## config.mk

```make
export PLATFORM = sky130hd
export DESIGN_NAME = nes_controller_emulator
export DESIGN_NICKNAME = d
export VERILOG_FILES = /design/src/rtl/nes_pkg.sv /design/src/rtl/nes_sync_edge.sv /design/src/rtl/nes_controller_emulator.sv
export SDC_FILE = /design/constraint.sdc
export NUM_CORES = 1
export LEC_CHECK = 0
export ABC_AREA = 1
export BUFFER_PORTS_ARGS = -buffer_cell sky130_fd_sc_hd__buf_2
export CAP_MARGIN = 0
export CORE_MARGIN = 1.5
export CORE_UTILIZATION = 58
export CTS_BUF_LIST = sky130_fd_sc_hd__clkbuf_16
export DETAILED_ROUTE_END_ITERATION = 7
export PLACE_DENSITY = 0.79
export SYNTH_ARGS = -nofsm -noshare
export SYNTH_HDL_FRONTEND = slang
export SYNTH_SLANG_ARGS = --single-unit
```

## constraint.sdc

```tcl
create_clock -name clock -period 1.8 [get_ports clock]
set_input_delay 0.45 -clock clock [delete_from_list [all_inputs] [get_ports clock]]
set_output_delay 0.45 -clock clock [all_outputs]
set_load 0.05 [all_outputs]
```

## src/rtl/nes_pkg.sv

```systemverilog
// Shared NES controller definitions: frame width, button bit positions
// and the device-side state encoding. Used by the emulator, reader and benches.
package nes_pkg;

    localparam int NES_BITS = 8;

    localparam int BTN_A      = 0;
    localparam int BTN_B      = 1;
    localparam int BTN_SELECT = 2;
    localparam int BTN_START  = 3;
    localparam int BTN_UP     = 4;
    localparam int BTN_DOWN   = 5;
    localparam int BTN_LEFT   = 6;
    localparam int BTN_RIGHT  = 7;

    typedef enum logic [1:0] {
        IDLE,
        LOAD,
        SHIFT
    } nes_state_t;

endpackage

```

## src/rtl/nes_sync_edge.sv

```systemverilog
// Synchronizer plus edge detector for one asynchronous input.
// Ports: clock, reset (sync, active-high), raw (async input),
//        level (synchronized), rise/fall (single-cycle edge events).
module nes_sync_edge #(
    parameter int STAGES = 2
) (
    input  logic clock,
    input  logic reset,
    input  logic raw,
    output logic level,
    output logic rise,
    output logic fall
);

    logic [STAGES-1:0] sync;
    logic              prev;

    always_ff @(posedge clock) begin
        if (reset) begin
            sync <= '0;
            prev <= 1'b0;
        end else begin
            sync <= {sync[STAGES-2:0], raw};
            prev <= sync[STAGES-1];
        end
    end

    assign level = sync[STAGES-1];
    assign rise  = level & ~prev;
    assign fall  = ~level & prev;

endmodule

```

## src/rtl/nes_controller_emulator.sv

```systemverilog
// Device-side NES controller (4021-style): serializes eight buttons,
// active-low, on the reader's latch/serial clock.
// Ports: clock, reset (sync, active-high), latchOrange, clockRed (async),
//        buttons[7:0] (active-high), dataYellow (active-low serial out),
//        pollStrobe, bitIndex[3:0], extraClocks, busy (frame status).
module nes_controller_emulator
    import nes_pkg::*;
#(
    parameter int   SYNC_STAGES    = 2,
    parameter int   TIMEOUT_CYCLES = 4096,
    parameter logic FILL_LEVEL     = 1'b1
) (
    input  logic                clock,
    input  logic                reset,
    input  logic                latchOrange,
    input  logic                clockRed,
    input  logic [NES_BITS-1:0] buttons,
    output logic                dataYellow,
    output logic                pollStrobe,
    output logic [3:0]          bitIndex,
    output logic                extraClocks,
    output logic                busy
);

    localparam int             CW      = $clog2(TIMEOUT_CYCLES + 1);
    localparam logic [CW-1:0]  TMO_MAX = CW'(TIMEOUT_CYCLES);
    localparam logic [3:0]     IDX_MAX = 4'(NES_BITS);

    logic latch_level;
    logic latch_rise;
    logic latch_fall;
    logic clk_level;
    logic clk_rise;
    logic clk_fall;
    logic unused_clk;

    nes_state_t          state;
    logic [NES_BITS-1:0] shift_reg;
    logic [CW-1:0]       tmo_cnt;

    nes_sync_edge #(.STAGES(SYNC_STAGES)) u_latch_sync (
        .clock (clock),
        .reset (reset),
        .raw   (latchOrange),
        .level (latch_level),
        .rise  (latch_rise),
        .fall  (latch_fall)
    );

    nes_sync_edge #(.STAGES(SYNC_STAGES)) u_clk_sync (
        .clock (clock),
        .reset (reset),
        .raw   (clockRed),
        .level (clk_level),
        .rise  (clk_rise),
        .fall  (clk_fall)
    );

    // Only the serial-clock rising edge matters to the shifter.
    assign unused_clk = clk_level ^ clk_fall;

    // The line is driven straight from the register's LSB.
    assign dataYellow = shift_reg[0];

    always_ff @(posedge clock) begin
        if (reset) begin
            state       <= IDLE;
            shift_reg   <= '1;
            pollStrobe  <= 1'b0;
            bitIndex    <= '0;
            extraClocks <= 1'b0;
            busy        <= 1'b0;
            tmo_cnt     <= '0;
        end else begin
            pollStrobe <= 1'b0;
            unique case (state)
                IDLE: begin
                    if (latch_level) begin
                        state <= LOAD;
                    end
                end
                LOAD: begin
                    bitIndex    <= '0;
                    extraClocks <= 1'b0;
                    tmo_cnt     <= '0;
                    // Parallel mode: track buttons while latched; the
                    // last latched-high value is what gets shifted out.
                    if (latch_level) begin
                        shift_reg <= ~buttons;
                    end else begin
                        state      <= SHIFT;
                        busy       <= 1'b1;
                        pollStrobe <= latch_fall;
                    end
                end
                SHIFT: begin
                    if (latch_rise) begin
                        state       <= LOAD;
                        busy        <= 1'b0;
                        bitIndex    <= '0;
                        extraClocks <= 1'b0;
                    end else if (clk_rise) begin
                        shift_reg <= {FILL_LEVEL, shift_reg[NES_BITS-1:1]};
                        tmo_cnt   <= '0;
                        if (bitIndex == IDX_MAX) begin
                            extraClocks <= 1'b1;
                        end else begin
                            bitIndex <= bitIndex + 4'd1;
                        end
                    end else if (tmo_cnt == TMO_MAX) begin
                        // Reader went silent: drop the frame, idle line.
                        state     <= IDLE;
                        busy      <= 1'b0;
                        shift_reg <= '1;
                        bitIndex  <= '0;
                        tmo_cnt   <= '0;
                    end else begin
                        tmo_cnt <= tmo_cnt + 1'b1;
                    end
                end
                default: begin
                    state <= IDLE;
                    busy  <= 1'b0;
                end
            endcase
        end
    end

endmodule

```

Word-level counts from Yosys, hierarchy flattened

Index checks and enable logic that the tools add are counted.

Logic and storage cells: 75
Bits of input ports: 12
Bits in registers: 36

Muxes and demuxes: 29
Equality and inequality tests: 15
Reduce and logical (&&, ||, !) cells: 9
$add $sub $neg: 2
Bitwise operators: 9

Operators with widths:

| cell                                           | count |
|---|---|
| 2-to-1 mux 13 bit                              | 3 |
| 2-to-1 mux 8 bit                               | 4 |
| one-hot mux 13 bit (2 select lines)            | 1 |
| 2-to-1 mux 4 bit                               | 4 |
| one-hot mux 8 bit (2 select lines)             | 1 |
| != test 3 bit (second input constant)          | 5 |
| adder 13 x 1 -> 13 bit (second input constant) | 1 |
| equality test 13 bit (second input constant)   | 1 |
| AND reduction 4 bit                            | 3 |
| 2-to-1 mux 2 bit                               | 5 |
| != test 4 bit (second input constant)          | 2 |
| inverter 8 bit                                 | 1 |
| one-hot mux 4 bit (2 select lines)             | 1 |
| 2-to-1 mux 1 bit                               | 7 |
| one-hot mux 2 bit (3 select lines)             | 1 |
| AND reduction 3 bit                            | 2 |
| inverter 1 bit                                 | 5 |
| adder 4 x 1 -> 4 bit (second input constant)   | 1 |
| equality test 4 bit (second input constant)    | 1 |
| != test 2 x 1 -> 1 bit (second input constant) | 2 |
| != test 2 bit (second input constant)          | 2 |
| bitwise AND 1 bit                              | 3 |
| one-hot mux 1 bit (3 select lines)             | 1 |
| OR reduction 3 bit                             | 1 |
| 6 further kinds                                | 6 |

Longest topological paths before layout

Gate-level depths: netlist of run 1.

Word-level depth: 5
Mapped depth: 11
Mapped depth without buffers: 11

By module

A second synthesis of run 1 with hierarchy kept.

Cell total of the unflattened synthesis: 289
Area total of the unflattened synthesis: 2013.2 um^2

Modules (own cells, without submodules):

| module                  | cells an instance | sequential area each (um^2) | instances | area each (um^2) |
|---|---|---|---|---|
| nes_controller_emulator | 265               | 600.6                       | 1         | 1825.5 |
| nes_sync_edge           | 12                | 60.1                        | 2         | 93.8 |

Worst setup path before layout of run 1

Ideal clock, no wire load.

Path type: register to register
From: reg bitIndex[0]
To: reg bitIndex[3]
Data required time: 1683 ps
Cell stages (with the launch flop): 9
Path buffers: 0
Arrival time: 1572 ps
Path slack: 111 ps
Cells stage by stage: dfxtp_1 > inv_1 > ha_1 > nand4_1 > nor2_1 > nor2_2 > nand2_2 > o21ai_0 > nor2_1

Cells in the longest elaborated chain, start to end: 5
Elaborated cells between the ends (all ways): 8

Ends and longest elaborated chain:

| element                            | line                           | RTL |
|---|---|---|
| from (decl)                        | nes_controller_emulator.sv:20  | `output logic [3:0] bitIndex,` |
| from (signal assigned)             | nes_controller_emulator.sv:108 | `bitIndex <= bitIndex + 4'd1;` |
| adder 4 x 1 -> 4 bit               | nes_controller_emulator.sv:108 |  |
| 2-to-1 mux 4 bit                   | nes_controller_emulator.sv:105 | `if (bitIndex == IDX_MAX) begin` |
| 2-to-1 mux 4 bit                   | nes_controller_emulator.sv:102 | `end else if (clk_rise) begin` |
| 2-to-1 mux 4 bit                   | nes_controller_emulator.sv:97  | `if (latch_rise) begin` |
| one-hot mux 4 bit (2 select lines) | nes_controller_emulator.sv:76  | `unique case (state)` |

Several ways; a longest one is shown, not always the timed one. The select of a mux whose other input is x is not followed.
A chain may end at the register's enable or synchronous reset.

Final worst setup path of run 1

From: reg state[0]
To: reg tmo_cnt[9]

Cells in the longest elaborated chain, start to end: 3
Elaborated cells between the ends (all ways): 6

Ends and longest elaborated chain:

| element                                                             | line                           | RTL |
|---|---|---|
| from (decl)                                                         | nes_controller_emulator.sv:37  | `nes_state_t state;` |
| from (signal assigned)                                              | nes_controller_emulator.sv:67  | `state <= IDLE;` |
| from (signal assigned)                                              | nes_controller_emulator.sv:79  | `state <= LOAD;` |
| from (signal assigned)                                              | nes_controller_emulator.sv:91  | `state <= SHIFT;` |
| equality test 2 bit or equality test 2 x 1 -> 1 bit (tied branches) | nes_controller_emulator.sv:76  |  |
| != test 2 bit (no line) or nonzero test 2 bit (tied branches)       | -                              |  |
| AND reduction 2 bit (no line)                                       | -                              |  |
| to (signal assigned)                                                | nes_controller_emulator.sv:118 | `tmo_cnt <= tmo_cnt + 1'b1;` |
| to (decl)                                                           | nes_controller_emulator.sv:39  | `logic [CW-1:0] tmo_cnt;` |

Several ways; a longest one is shown, not always the timed one.

==> run metrics, run 1 <==
Worst IR Drop VDD a little over 0.0007 V; Final Core Density 70.8%; FF/Latch Area 721 um^2; FF-to-FF End tmo_cnt[9]$_SDFFE_PP0P_; Seq/Total Area, Yosys 36.9%; Final Setup Violations 0; initial core utilization 62.4%; post-CTS setup buffer count 0; Detailed Route Iter0 Violations 108; Hold Path Origin clockRed; placed cell area 2080 um^2; Max Slew Vio Count 0; multi-input gate area in the final layout between 1000 and 1500 um^2; # IOs 20; n_diodes 0; P_leak 0.919 nW; Post-CTS Resized 0; crit start category register; crit end category register; CTS buffer count 5; WL final 3770 um; Die ar. 3720 um^2; DRC Markers 0; max FFs per register 13; vias per cell 5.09; max_cap viols 0; CP Max Fanout 8; antenna violations before repair 0; vias in the first global route between 1000 and 1500; Synth warnings 0; Fillers 258; root buffer cell clkbuf_16; Final Cell Area 2210 um^2; dpl hpwl 2720 um; core footprint 3130 um^2; post-synthesis mux area share 0%; pwr dens around 1200 nW/um^2; R2R cell count 6; # clock sinks 36; Worst Hold Class input port to register; slowest library cell on the worst path ha_1; crit path time final 1.64 ns; Critical Path RT 1.97 ns; period utilization 91.2%; Hold Buf Count CTS 0; Adder-Cell Fraction of Synth Area 5.13%; post-synth top area cell dfxtp_1; wire per inst 11.4 um; Setup WS pre-CTS 0.184 ns; clock latency on the worst-skew pair 0.28 ns; final hold vios 0; Worst Max-Slew Pin Slew 0.340 ns; H-tree Lvls 2; GP Congestion 0.810; Die X 61.0 um; CTS clk-pin slew, worst paths 0.05 ns; unrepaired setup endpoints after global routing false; Worst Setup Path Type register to register; layout cell share with drive strength beyond 1 20.9%; f_max 609 MHz; RR Startpoint state[0]$_SDFFE_PP0P_; final worst slack 0.158 ns; # port buffers 19; FP Rows 20; setup TNS 0 ns; CTS tree yes; Avg Synthesized Cell Area between 7 and 8 um^2; vias 1686; GRT Util Overall 23.2%; Crit path arrival time 1.81 ns; Yosys top cell area share 36.9%; Synth Area in Simple Gates 38.6%; Slew Limit Headroom 77.3%; area delta synth->final 13.5%; Post-Syn Nets 283; R2R Setup Slk 0.16 ns; Worst Setup SP state[0]$_SDFFE_PP0P_; Post-Syn Area just under 2000 um^2; Mapped Cells 263; Synth Area in XOR/XNOR 1.79%; main area contributors after synthesis dfxtp_1, nand2_1, nand3_1, nor2_1, ha_1; Pre-Repair DR Iteration Count 4; worst path cell trace inv_1 -> ha_1 -> nand2_8 -> nor3_1 -> xor2_1 -> nor2_2; Die H ~61 um; synthesis-stage register bit count 36; status completed; largest net degree at the start of global routing 16; Clock Skew ~0.0031 ns; Hold Path Sink u_clk_sync.sync[0]$_SDFF_PP0_; antenna-violating nets left 0; Hold Path Depth 3; synth unique cells 31; CP max stage delay 0.46 ns; largest family of logic cells by synthesized area simple AND/OR/NAND/NOR gates; Synth Area in Compound Gates 8.91%; GRT overflow 0; first-pass GRT wire length 6380 um; Layout Nets 306; clock tree buffer depth 2
-- cell usage in the layout, fill, tap and decap left out, types with 2 or more instances in the layout --
cell       count
nand2_1       58
nor2_1        27
o21ai_0       18
nand4_1        4
nand3_1       24
nor3_4         2
dfxtp_1       36
inv_2          4
xor2_1         3
ha_1           8
a21oi_2        3
clkbuf_16      5
nor2_2         9
buf_2         19
buf_4          2
a21oi_1       10
nand2_4        4
nor2_4         3
nand2_2        3
inv_1         28
nor3_1         6
-- power breakdown --
group | switching (mW) | total [mW] | internal (mW)
sequential | 0.0744 | 0.989 | 0.914
combinational | 0.580 | 0.862 | 0.282
clock | 0.310 | 0.807 | 0.497
-- worst max path at each step --
stage	to	slack (ns)
after global placement	bitIndex[3]$_SDFFE_PP0P_	0.23
after global routing	bitIndex[3]$_SDFFE_PP0P_	0.004
after floorplan	bitIndex[3]$_SDFFE_PP0P_	0.11
after detailed placement	bitIndex[1]$_SDFFE_PP0P_	0.18
final	tmo_cnt[9]$_SDFFE_PP0P_	0.16
after CTS	tmo_cnt[9]$_SDFFE_PP0P_	0.15
-- cell type report --
cell class                 instances  area share [%]
clock buffer                       5            5.65
clock inverter                     3           0.508
inverter                          32            5.88
multi-input combinational        190            48.0
sequential                        36            32.5
tap                               44            2.49
timing repair buffer              21            4.97
-- critical path, delay by kind of cell (launching register included) --
kind	cells	cell delay, ns
AND/OR/NAND/NOR	3	0.40
flip-flops	1	0.38
adder cells (fa/ha/maj)	1	0.46
buffers and inverters	1	0.08
XOR/XNOR	1	0.21
-- metrics by stage --
stage	cells	hold slack, ns	total power, mW
2_1_floorplan	263	0.388	1.72
3_3_place_gp	323	0.389	1.84
3_5_place_dp	323	0.395	1.86
4_1_cts	331	0.374	2.67
5_1_grt	331	0.389	2.82
6_report	331	0.371	2.66
-- cell families (layout without fill, tap and decap cells) --
kind of cell / after synthesis / after routing
flops: 36 / 36
compound gates: 32 / 32
fa+ha+maj: 8 / 8
buf+inv: 37 / 61
simple gates: 146 / 146
xor+xnor: 4 / 4
-- cell usage after synthesis --
cell      number
nand2_8        1
xor2_1         3
inv_6          1
nor4_1         1
nand3b_2       1
nor3b_1        1
nor3_2         1
inv_1         26
o21bai_1       1
inv_2          4
clkbuf_1       3
nand4_1        4
nand3_4        1
o21ai_0       18
a21oi_2        3
nor3_1         6
a21oi_1       10
clkinv_4       1
dfxtp_1       36
ha_1           8
nor3_4         2
nand2_2        3
nor2_1        27
nand2_1       58
buf_4          1
nand2_4        4
nor2_4         3
buf_12         1
nor2_2         9
nand3_1       24
xnor2_1        1
-- metal layers --
layer  vias to the layer above  GRT usage, %  wire length [um]
met4                         0          9.94                63
met1                       764          30.4              1820
met5                         -             0                 0
met3                         7          6.30               142
met2                        25          36.3              1740
li1                        890             -                 -
Note: power is estimated with default switching activity, not from simulation.
==> inputs of run 2 (changes only) <==
--- a/config.mk
+++ b/config.mk
@@ -9,10 +9,11 @@
 export BUFFER_PORTS_ARGS = -buffer_cell sky130_fd_sc_hd__buf_2
 export CAP_MARGIN = 0
 export CORE_MARGIN = 1.5
-export CORE_UTILIZATION = 58
+export CORE_UTILIZATION = 52
 export CTS_BUF_LIST = sky130_fd_sc_hd__clkbuf_16
 export DETAILED_ROUTE_END_ITERATION = 7
-export PLACE_DENSITY = 0.79
+export PLACE_DENSITY = 0.75
+export SETUP_SLACK_MARGIN = 0.5
 export SYNTH_ARGS = -nofsm -noshare
 export SYNTH_HDL_FRONTEND = slang
 export SYNTH_SLANG_ARGS = --single-unit
==> constraint.sdc (replaced) <==
create_clock -name clock -period 1.5 [get_ports clock]
set_input_delay 0.375 -clock clock [delete_from_list [all_inputs] [get_ports clock]]
set_output_delay 0.375 -clock clock [all_outputs]
set_load 0.05 [all_outputs]
==> run metrics, run 2 (synthesized netlist as in run 1, its figures left out) <==
routed length on met3 239 um; crit path time final roughly 1.4 ns; routed wl met2 between 2000 and 3000 um; max FFs per register 13; setup TNS 0 ns; n_diodes 0; vias in the first global route 1875; Critical Path RT 1.67 ns; clock tree buffer depth 2; # port buffers 19; Die ar. around 4100 um^2; Overall Power 3.99 mW; status completed; Detailed Route Iter0 Violations between 100 and 150; Die X 64.3 um; GP Congestion 0.843; Final Cell Area about 2800 um^2; root buffer cell clkbuf_16; Max Slew Vio Count 0; DRC Markers 0; Worst Max-Slew Pin Slew 0.475 ns; Final Non-Filler Cells 360; Worst Setup Path Type register to register; most common cell after layout, fill and taps aside nand2_1; unrepaired setup endpoints after global routing true; Slew Limit Headroom 68.3%; antenna violations before repair 0; Hold WS 0.296 ns; Worst IR Drop VDD 0.000958 V; FP Rows 22; core footprint 3630 um^2; Pre-Repair DR Iteration Count 4; Die H 64.3 um; WL final 5440 um; first-pass GRT wire length ~8600 um; clock latency on the worst-skew pair 0.28 ns; area delta synth->final 46.0%; f_max ~700 MHz; GRT overflow 0; initial core utilization a little over half; Worst Hold Class input port to register; CP Max Fanout 4; dpl cells 332; multi-input gate area in the final layout 1380 um^2; GRT Util Overall 27.4%; antenna-violating nets left 0; FF/Latch Area 754 um^2; Clock Skew 0.00580 ns; # IOs 20; Fillers 245; H-tree Lvls 2; largest net degree at the start of global routing 15; # clock sinks 36; pwr dens 1400 nW/um^2; P_leak 1.11 nW; Crit path arrival time 1.62 ns; Layout Nets 331; CTS clk-pin slew, worst paths 0.06 ns; WL met1 2360 um; top sig layer met4; Setup WS pre-CTS roughly 0.031 ns; max_cap viols 0; most frequent cells in the layout nand2_1, buf_4, dfxtp_1, nor2_1; final worst slack 0.0567 ns; vias around 1900; CTS tree yes; crit end category register; vias per cell 5.39; layout cell share with drive strength beyond 1 between 40% and 50%; crit start category register; Final Core Density 78.4%; placed cell area 2220 um^2; period utilization a little under 100%; final hold vios 0; Final Setup Violations 0; wire per inst 15.1 um; CTS buffer count 5; dpl hpwl 2810 um
-- run 2: cell count changes in the layout (fill, tap and decap cells not counted), sizes merged --
cell / change
inv: -2
clkinv: +2
buf: +23
nand2: +1
nand3: +1
-- run 2: final timing paths --
kind	slack [ns]	start	to	cells after the start
worst max-delay path	0.06	tmo_cnt[0]$_SDFFE_PP0P_	state[1]$_SDFFE_PP0P_	10
worst min-delay path	0.30	clockRed	u_clk_sync.sync[0]$_SDFF_PP0_	3
worst max register to register	0.06	tmo_cnt[0]$_SDFFE_PP0P_	state[1]$_SDFFE_PP0P_	10
worst min register to register	0.41	u_clk_sync.sync[0]$_SDFF_PP0_	u_clk_sync.sync[1]$_SDFF_PP0_	2
-- run 2: repair_timing --
item | 4_1_cts | 5_1_grt
pin swaps | 22 | 11
hold buffers | 0 | 0
cloned | 2 | 0
buffers inserted | 15 | 3
gates resized for setup | 66 | 28
endpoints found under the setup margin | 38 | 38
-- run 2: report_power, final --
part	internal [mW]	switching, mW
clock	0.604	0.411
combinational	0.712	1.03
sequential	1.12	0.118
-- run 2: layout make-up --
| type | count | share of cell area (%) |
|---|---|---|
| multi-input cells | 192 | 48.4 |
| clock buffers | 5 | 4.39 |
| repair buffers | 44 | 12.9 |
| well taps | 48 | 2.11 |
| inverters | 32 | 5.27 |
| clock inverters | 3 | 0.483 |
| flip-flops and latches | 36 | 26.5 |
-- run 2: critical path, cell delays in order, from the launching register on --
cell and delay, ns:
dfxtp_4 0.35, inv_2 0.07, ha_4 0.12, nand2_2 0.06, nor2_4 0.16, buf_6 0.12
nand3_2 0.10, nand2_4 0.13, nand2_2 0.07, nand2_1 0.10, a21oi_2 0.07
-- run 2: per-layer routing --
| layer | vias up | GRT usage [%] |
|---|---|---|
| li1 | 942 | - |
| met1 | 920 | 33.5 |
| met2 | 66 | 46.6 |
| met3 | 13 | 7.57 |
| met4 | 0 | 9.04 |
| met5 | - | 0 |
